<file path="config.mk">
export PLATFORM = sky130hd
export DESIGN_NAME = flag_branch_unit
export DESIGN_NICKNAME = d
export VERILOG_FILES = /design/src/rtl/flag_branch_unit.sv
export SDC_FILE = /design/constraint.sdc
export NUM_CORES = 1
export LEC_CHECK = 0
export CORE_ASPECT_RATIO = 1.4
export CORE_MARGIN = 4
export CORE_UTILIZATION = 40
export CTS_CLUSTER_DIAMETER = 40
export DETAILED_ROUTE_END_ITERATION = 8
export MAX_ROUTING_LAYER = met4
export PLACE_DENSITY = 0.65
export SLEW_MARGIN = 40
export SYNTH_ARGS = -nofsm -noshare
export SYNTH_HDL_FRONTEND = slang
export SYNTH_SLANG_ARGS = --single-unit
</file>
<file path="constraint.sdc">
create_clock -name clk -period 2.3 [get_ports clk]
set_input_delay 0.69 -clock clk [delete_from_list [all_inputs] [get_ports clk]]
set_output_delay 0.69 -clock clk [all_outputs]
set_load 0.03 [all_outputs]
</file>
<file path="src/rtl/flag_branch_unit.sv">
// flag_branch_unit: zero/carry flag register plus conditional branch resolver.
// Sits after the ALU, resolves decode branches against the flags (forwarding a
// same-cycle ALU result) and drives a held PC-redirect handshake to fetch.
// Optional macro BRANCH_STATS_EN adds saturating taken / not-taken counters.
module flag_branch_unit #(
    parameter int unsigned PC_W = 16
) (
    input  logic            clk,
    input  logic            rst_n,
    input  logic            res_valid_i,
    input  logic            res_upd_i,
    input  logic            res_zero_i,
    input  logic            res_carry_i,
    input  logic            br_valid_i,
    output logic            br_ready_o,
    input  logic [1:0]      br_cond_i,
    input  logic            br_dep_i,
    input  logic [PC_W-1:0] br_target_i,
    output logic            br_done_o,
    output logic            br_taken_o,
    output logic            redirect_valid_o,
    input  logic            redirect_ready_i,
    output logic [PC_W-1:0] redirect_pc_o,
`ifdef BRANCH_STATS_EN
    output logic [15:0]     stat_taken_o,
    output logic [15:0]     stat_not_taken_o,
`endif
    output logic [1:0]      flags_o
);

    localparam logic [1:0] StIdle  = 2'd0;
    localparam logic [1:0] StWait  = 2'd1;
    localparam logic [1:0] StRedir = 2'd2;

    localparam logic [1:0] CondZ    = 2'b00;
    localparam logic [1:0] CondNz   = 2'b01;
    localparam logic [1:0] CondC    = 2'b10;
    localparam logic [1:0] CondAlways = 2'b11;

    logic [1:0]      state_q, state_d;
    logic [1:0]      flags_q, flags_d;
    logic [1:0]      cond_q, cond_d;
    logic [PC_W-1:0] target_q, target_d;
    logic            done_q, done_d;
    logic            taken_q, taken_d;
    logic            rv_q, rv_d;
    logic [PC_W-1:0] rpc_q, rpc_d;

    logic            upd;
    logic [1:0]      eff_flags;
    logic            eval;
    logic [1:0]      eval_cond;
    logic [PC_W-1:0] eval_target;
    logic            eval_res;

    // flags are {carry, zero}
    function automatic logic cond_met(input logic [1:0] cond, input logic [1:0] fl);
        logic r;
        r = 1'b0;
        unique case (cond)
            CondZ:      r = fl[0];
            CondNz:     r = ~fl[0];
            CondC:      r = fl[1];
            CondAlways: r = 1'b1;
            default:    r = 1'b0;
        endcase
        return r;
    endfunction

    assign upd       = res_valid_i & res_upd_i;
    assign eff_flags = upd ? {res_carry_i, res_zero_i} : flags_q;
    assign flags_d   = eff_flags;

    // Next-state: accept, wait for a flag-writing result, evaluate, redirect.
    always_comb begin
        state_d     = state_q;
        cond_d      = cond_q;
        target_d    = target_q;
        done_d      = 1'b0;
        taken_d     = taken_q;
        rv_d        = rv_q;
        rpc_d       = rpc_q;
        eval        = 1'b0;
        eval_cond   = cond_q;
        eval_target = target_q;

        unique case (state_q)
            StIdle: begin
                if (br_valid_i) begin
                    cond_d      = br_cond_i;
                    target_d    = br_target_i;
                    eval_cond   = br_cond_i;
                    eval_target = br_target_i;
                    // Unconditional branches never depend on flags, so never wait.
                    if (br_dep_i && !upd && br_cond_i != CondAlways) begin
                        state_d = StWait;
                    end else begin
                        eval = 1'b1;
                    end
                end
            end
            StWait: begin
                if (upd) begin
                    eval = 1'b1;
                end
            end
            StRedir: begin
                if (redirect_ready_i) begin
                    state_d = StIdle;
                    rv_d    = 1'b0;
                end
            end
            default: state_d = StIdle;
        endcase

        eval_res = cond_met(eval_cond, eff_flags);
        if (eval) begin
            done_d  = 1'b1;
            taken_d = eval_res;
            if (eval_res) begin
                state_d = StRedir;
                rv_d    = 1'b1;
                rpc_d   = eval_target;
            end else begin
                state_d = StIdle;
            end
        end
    end

    // State and registered outputs.
    always_ff @(posedge clk or negedge rst_n) begin
        if (!rst_n) begin
            state_q  <= StIdle;
            flags_q  <= 2'b00;
            cond_q   <= 2'b00;
            target_q <= '0;
            done_q   <= 1'b0;
            taken_q  <= 1'b0;
            rv_q     <= 1'b0;
            rpc_q    <= '0;
        end else begin
            state_q  <= state_d;
            flags_q  <= flags_d;
            cond_q   <= cond_d;
            target_q <= target_d;
            done_q   <= done_d;
            taken_q  <= taken_d;
            rv_q     <= rv_d;
            rpc_q    <= rpc_d;
        end
    end

`ifdef BRANCH_STATS_EN
    logic [15:0] stat_t_q, stat_t_d;
    logic [15:0] stat_nt_q, stat_nt_d;

    // Saturating counters step in the same edge that raises br_done.
    always_comb begin
        stat_t_d  = stat_t_q;
        stat_nt_d = stat_nt_q;
        if (done_d) begin
            if (taken_d) begin
                if (stat_t_q != 16'hFFFF) stat_t_d = stat_t_q + 16'd1;
            end else begin
                if (stat_nt_q != 16'hFFFF) stat_nt_d = stat_nt_q + 16'd1;
            end
        end
    end

    // Counter registers.
    always_ff @(posedge clk or negedge rst_n) begin
        if (!rst_n) begin
            stat_t_q  <= 16'd0;
            stat_nt_q <= 16'd0;
        end else begin
            stat_t_q  <= stat_t_d;
            stat_nt_q <= stat_nt_d;
        end
    end

    assign stat_taken_o     = stat_t_q;
    assign stat_not_taken_o = stat_nt_q;
`endif

    assign br_ready_o       = (state_q == StIdle);
    assign br_done_o        = done_q;
    assign br_taken_o       = taken_q;
    assign redirect_valid_o = rv_q;
    assign redirect_pc_o    = rpc_q;
    assign flags_o          = flags_q;

endmodule

</file>
==> results of run 1 <==
==> report_power, final <==
group	switching [mW]	internal, mW	leakage [nW]
Sequential	0.167	1.05	0.505
Clock	0.233	0.315	0.0540
Combinational	0.799	0.738	0.585
==> cells in the mapped netlist, drive strengths merged <==
| master | count | area, sq um |
|---|---|---|
| and3 | 1 | 6.26 |
| o21bai | 2 | 15.0 |
| nand2 | 54 | 203 |
| o2111a | 1 | 11.3 |
| a22oi | 1 | 7.51 |
| inv | 4 | 15.0 |
| nor3b | 2 | 15.0 |
| a21o | 1 | 7.51 |
| buf | 3 | 42.5 |
| o21ai | 2 | 10.0 |
| or2 | 1 | 6.26 |
| mux2i | 1 | 10.0 |
| a21oi | 1 | 5.00 |
| a31oi | 2 | 12.5 |
| nand3b | 1 | 7.51 |
| nor2 | 2 | 7.51 |
| nand3 | 1 | 5.00 |
| nor3 | 4 | 20.0 |
| nand4b | 1 | 8.76 |
| clkbuf | 3 | 11.3 |
| dfrtp | 41 | 1030 |
| or3b | 1 | 11.3 |
| mux2 | 17 | 218 |
==> placed cells by master, fill, tap and decap left out, drive strengths merged, types with 3 or more instances in the layout <==
| cell type | netlist | routed |
|---|---|---|
| inv | 4 | 4 |
| clkdlybuf4s50 | 0 | 43 |
| dfrtp | 41 | 41 |
| nor3 | 4 | 4 |
| clkbuf | 3 | 5 |
| mux2 | 17 | 17 |
| dlygate4sd2 | 0 | 3 |
| nand2 | 54 | 54 |
| buf | 3 | 11 |
==> critical path: cells and delay by family <==
kind            cells  cell delay, ns
buf+inv             2            0.57
mux                 2            0.62
compound gates      2            0.45
==> how the worst max path moves through the flow <==
stage / endpoint / depth (start not counted)
floorplan: redirect_pc_o[0] / 7
global route: redirect_pc_o[4] / 6
global placement: redirect_pc_o[6] / 7
detailed placement: redirect_pc_o[11] / 7
CTS: br_ready_o / 2
finish: redirect_pc_o[6] / 6
==> timing repair <==
action                                  4_1_cts  5_1_grt
pin swaps                                     2        0
endpoints found under the setup margin       17        1
gates cloned                                  1        0
hold buffers                                  0        0
resized for setup                            11        1
==> metrics by stage <==
stage               hold slack [ns]  util (%)  instance area, sq um  power, mW
floorplan                     0.394         -                  1680       2.18
global placement              0.448      55.9                  2230       2.70
detailed placement            0.454      56.0                  2230       2.75
CTS                           0.378      59.3                  2360       3.35
global route                  0.389      59.3                  2360       3.53
finish                        0.359      59.3                  2360       3.30
==> sequential cells by signal (all words and copies together) (netlist names) <==
name,cells
br_done_o,1
br_taken_o,1
cond_q,2
flags_o,2
redirect_pc_o,16
redirect_valid_o,1
state_q,2
target_q,16
==> kinds of logic after synthesis <==
family	synth area share [%]
AOI/OAI and AO/OA	4.09
muxes	13.5
and+or+nand+nor	17.3
DFF	61.0
buffers and inverters	4.09
==> cell type report <==
cell class                 instances  area share, %
timing repair buffer              58           24.0
sequential                        41           43.4
clock inverter                     2           1.48
inverter                           4          0.635
multi-input combinational         96           25.3
clock buffer                       5           2.91
tap                               43           2.28
==> layer usage <==
| layer | GRT usage [%] | part of all wire [%] | vias up |
|---|---|---|---|
| li1 | - | - | 598 |
| met1 | 16.0 | 42 | 611 |
| met2 | 27.6 | 51 | 42 |
| met3 | 5.35 | 5.4 | 4 |
| met4 | 4.82 | 1.2 | 0 |
| met5 | - | 0 | - |
==> run_results.csv, run 1 <==
group,metric,value,unit
detailed_routing,drt-vias-per-instance,5.04,
detailed_routing,drt_first_pass_iters,4,
layout,multi_input_area,599,sq um
critical_path,worst-setup-path-type,"input port to flop",
pwr,irDropWorstVdd,0.801,mV
global_routing,grt_use_total,15.5,%
critical_path,required,2.47,ns
timing,tightest_slew,0.498,ns
die,floorplan.io_pins,49,
clock_tree,clock_latency,0.29,ns
clock_tree,clkTransAtPathRegs,0.08,ns
layout,layout.nets,233,
yosys,synth.distinct_cells,25,
die,dieArea,5320,sq um
yosys,synth.cell_area,1680,sq um
timing,fin_setup_tns,0,ns
timing,finalMaxSlewViolations,0,
timing,finalClockSkew,0.00839,ns
critical_path,critical_path.cell_chain,"clkdlybuf4s50_1 > mux2_4 > a31oi_1 > o2111a_2 > buf_6 > mux2_2",
clock_tree,ctsLongestPathBuffers,2,
critical_path,worst_setup_path_end_kind,"flop",
die,rows,27,
detailed_routing,detail_route.wirelength,3.58,mm
yosys,synthesis.instances,147,
clock_tree,cts_post_setup_buffers_inserted,0,
placed_design,placedCellCount,241,
critical_path,timing.reg2reg.worst_path_depth,5,
placed_design,dp_hpwl,2.57,mm
critical_path,worstReg2RegStart,"state_q[1]",
global_routing,grt-ovfl-total,0,
global_routing,wire_length_of_the_first_global_routing_pass,6.39,mm
clock_tree,cts_buffers,5,
layout,seqCellArea,1030,sq um
die,initial_utilization,42.2,%
timing,min_period_over_period,94.1,%
yosys,synth.ff_latch_count,41,
detailed_routing,per_cell_routed_wire_length,14.4,microns
pwr,pwr_density_cell,1400,nW/um^2
die,die_h,84.7,microns
detailed_routing,dr_total_vias,1255,
timing,final-hold-violation-count,0,
yosys,syn-num-nets,174,
timing,postLayoutSetupSlackWorst,0.135,ns
critical_path,critPathLaunchType,"input port",
layout,layout.filler_cells,357,
placed_design,dp_worst_setup_slack,-0.359,ns
pwr,reported_leakage_power,1.14,nW
layout,antenna_cells,0,
global_routing,grt_pass1_vias,1470,
critical_path,critical-path-max-stage-delay,0.43,ns
timing,layout_min_cycle_time,2.16,ns
critical_path,critical_path.startpoint,"res_zero_i",
run_status,outcome,"complete, no violations",
global_routing,grt_start_max_net_pins,42,
job,cap_viol_max_count,0,
critical_path,ff_to_ff_setup_slack,0.34,ns
detailed_routing,antenna_left,0,
layout,layout-drive-gt1-share,19.4,%
die,fp.dieW,62.8,microns
timing,clock.fmax,462,MHz
critical_path,critical_path_arrival,2.34,ns
clock_tree,htree_levels,2,
placed_design,global_placer_s_final_weighted_congestion,0.877,
critical_path,critPathSlowestCell,"sky130_fd_sc_hd__clkdlybuf4s50_1",
detailed_routing,drcViolationCount,0,
detailed_routing,drtIter0Drc,28,
placed_design,numPortBuffers,48,
global_routing,grt_antenna_before_repair,0,
timing,setup_repair_after_global_routing_missed_its_margin,"false",
die,placeable_core_area,3990,sq um
timing,setup_viol,0,
layout,synthToLayoutAreaGrowth,40.6,%
clock_tree,root_buffer,"sky130_fd_sc_hd__clkbuf_8",
layout,instances_no_fill,249,
yosys,synth-seq-area-share,61.0,%
yosys,synth-warning-count,0,
clock_tree,clkSinkCount,41,
clock_tree,tritoncts_clock_tree,"yes",
yosys,syn-mean-instance-area,11.4,sq um
critical_path,end_of_the_worst_register_to_register_path,"redirect_pc_o[6]",
hold_path,hold_path_class,"input port to async pin",
timing,maxSlewHeadroom,66.8,%
critical_path,critical_path_peak_fanout,5,
Note: power is estimated with default switching activity, not from simulation.
==> run 2, diff against run 1 <==
- CORE_ASPECT_RATIO: 1.4 -> not set
- PLACE_DENSITY: 0.65 -> 0.79
==> run 2 against run 1 <==
  * Clock power down 20%
  * First-iteration DRC count rose by 130%
  * Hold slack better by 0.050 ns
  * Cell count up 4.4%
  * Clock skew up 0.0011 ns
  * Critical endpoint is now br_ready_o
==> run_results.csv, run 2 (synthesized netlist as in run 1, its figures left out) <==
group,metric,value,unit
timing,layout_min_cycle_time,2.24,ns
placed_design,dp_hpwl,2.58,mm
clock_tree,tritoncts_clock_tree,"yes",
timing,clock.fmax,447,MHz
clock_tree,ctsLongestPathBuffers,2,
detailed_routing,drt_first_pass_iters,4,
critical_path,timing.reg2reg.worst_path_depth,5,
timing,setup_repair_after_global_routing_missed_its_margin,"false",
detailed_routing,dr_total_vias,1242,
detailed_routing,per_cell_routed_wire_length,14.0,microns
critical_path,critical_path.n_buffers_inverters,1,
global_routing,grt_start_max_net_pins,29,
die,die_h,72.8,microns
timing,final.hold.worst_slack,0.409,ns
global_routing,grt_use_total,15.3,%
clock_tree,ctsHoldBuffers,0,
hold_path,hold_path_class,"input port to async pin",
clock_tree,htree_levels,2,
clock_tree,root_buffer,"sky130_fd_sc_hd__clkbuf_8",
job,cap_viol_max_count,0,
layout,postLayoutCellArea,2390,sq um
clock_tree,cts_buffers,5,
global_routing,grt_pass1_vias,1254,
die,placeable_core_area,4030,sq um
global_routing,wire_length_of_the_first_global_routing_pass,5.93,mm
layout,mostFrequentLayoutCell,"sky130_fd_sc_hd__nand2_1",
layout,synthToLayoutAreaGrowth,42.4,%
run_status,outcome,"complete, no violations",
layout,antenna_cells,0,
timing,tightest_slew,0.621,ns
placed_design,dp_worst_setup_slack,-0.380,ns
critical_path,end_of_the_worst_register_to_register_path,"redirect_pc_o[4]",
timing,finalMaxSlewViolations,0,
die,floorplan.io_pins,49,
critical_path,ff_to_ff_setup_slack,0.26,ns
critical_path,worst_setup_path_end_kind,"primary output",
placed_design,numPortBuffers,48,
critical_path,critPathLaunchType,"flop",
global_routing,grt-ovfl-total,0,
placed_design,placed_cell_area,2270,sq um
die,initial_utilization,41.7,%
timing,min_period_over_period,97.3,%
critical_path,critical_path.startpoint,"state_q[1]",
placed_design,global_placer_s_final_weighted_congestion,0.807,
detailed_routing,drt-vias-per-instance,4.78,
critical_path,critical_path.cell_chain,"nor2_1 > clkdlybuf4s50_1",
timing,maxSlewHeadroom,58.6,%
critical_path,critical_path.top_delay_family,"buffers and inverters",
detailed_routing,antenna_left,0,
critical_path,critical_path_arrival,1.55,ns
pwr,pwr_density_cell,1360,nW/um^2
clock_tree,clkTransAtPathRegs,0.08,ns
die,rows,23,
timing,setup_viol,0,
timing,final-hold-violation-count,0,
pwr,reported_leakage_power,1.15,nW
timing,finalClockSkew,0.00949,ns
layout,layout.nets,236,
critical_path,worst-setup-path-type,"flop to primary output",
global_routing,grt_antenna_before_repair,0,
clock_tree,clock_latency,0.29,ns
critical_path,worstReg2RegStart,"state_q[1]",
timing,postLayoutSetupSlackWorst,0.0623,ns
die,dieArea,5310,sq um
critical_path,critPathSlowestCell,"sky130_fd_sc_hd__clkdlybuf4s50_1",
detailed_routing,detail_route.wirelength,3.63,mm
detailed_routing,drtIter0Drc,63,
timing,fin_setup_tns,0,ns
critical_path,required,1.61,ns
critical_path,critical_path_peak_fanout,7,
layout,layout-drive-gt1-share,20.5,%
detailed_routing,drcViolationCount,0,
layout,most_frequent_cells_in_the_layout,"sky130_fd_sc_hd__nand2_1 (53), sky130_fd_sc_hd__clkdlybuf4s50_1 (44), sky130_fd_sc_hd__dfrtp_1 (41)",
pwr,irDropWorstVdd,0.706,mV
clock_tree,clkSinkCount,41,
critical_path,critical-path-max-stage-delay,0.67,ns
die,fp.dieW,72.8,microns
## run 2: worst max-delay path by stage
stage	endpoint	slack (ns)	cells past startpoint
2_1_floorplan	redirect_pc_o[0]	0.09	7
3_3_place_gp	redirect_pc_o[6]	-0.32	6
3_5_place_dp	redirect_pc_o[8]	-0.38	6
4_1_cts	br_ready_o	0.05	2
5_1_grt	redirect_pc_o[2]	0.02	6
6_report	br_ready_o	0.06	2
## run 2: power breakdown
group / leakage, nW / total, mW / internal (mW) / switching, mW
Combinational: 0.600 / 1.60 / 0.781 / 0.824
Sequential: 0.505 / 1.22 / 1.05 / 0.167
Clock: 0.0450 / 0.441 / 0.210 / 0.231
Total: 1.15 / 3.26 / 2.04 / 1.22
## run 2: through the flow
step	power, mW	utilization [%]	instances
final	3.26	59.4	260
after global routing	3.47	59.4	260
after CTS	3.29	59.4	260
after detailed placement	2.78	56.2	250
after global placement	2.73	56.2	250
after floorplan	2.18	-	147
## run 2: layer usage
| layer | track usage (%) | share of wire (%) |
|---|---|---|
| met5 | - | 0 |
| met4 | 4.92 | 0.63 |
| met3 | 5.37 | 6.9 |
| met2 | 21.6 | 45 |
| met1 | 20.5 | 47 |
## run 2: repair_timing
action | 4_1_cts | 5_1_grt
endpoints found under the hold margin | 0 | 0
endpoints found under the setup margin | 16 | 0
buffers inserted | 1 | 0
gates resized for setup | 9 | 0
## run 2: area by class of cell
type	count	area, sq um
clock buffers	6	72.6
multi-input cells	96	603
repair buffers	61	606
clock inverters	2	10.0
flip-flops and latches	41	1030
fillers	330	1630
inverters	4	15.0
well taps	50	62.6
## run 2: worst register-to-register path: stages, from the launching register on
cell	delay [ns]
sky130_fd_sc_hd__dfrtp_1	0.46
sky130_fd_sc_hd__or3b_4	0.45
sky130_fd_sc_hd__a31oi_1	0.16
sky130_fd_sc_hd__o2111a_2	0.34
sky130_fd_sc_hd__buf_6	0.17
sky130_fd_sc_hd__mux2_2	0.34
==> run 3, diff against run 2 <==
- CTS_CLUSTER_SIZE: not set -> 24
==> results of run 3 <==
Final layout, timing and power as in run 2 (identical DEF).
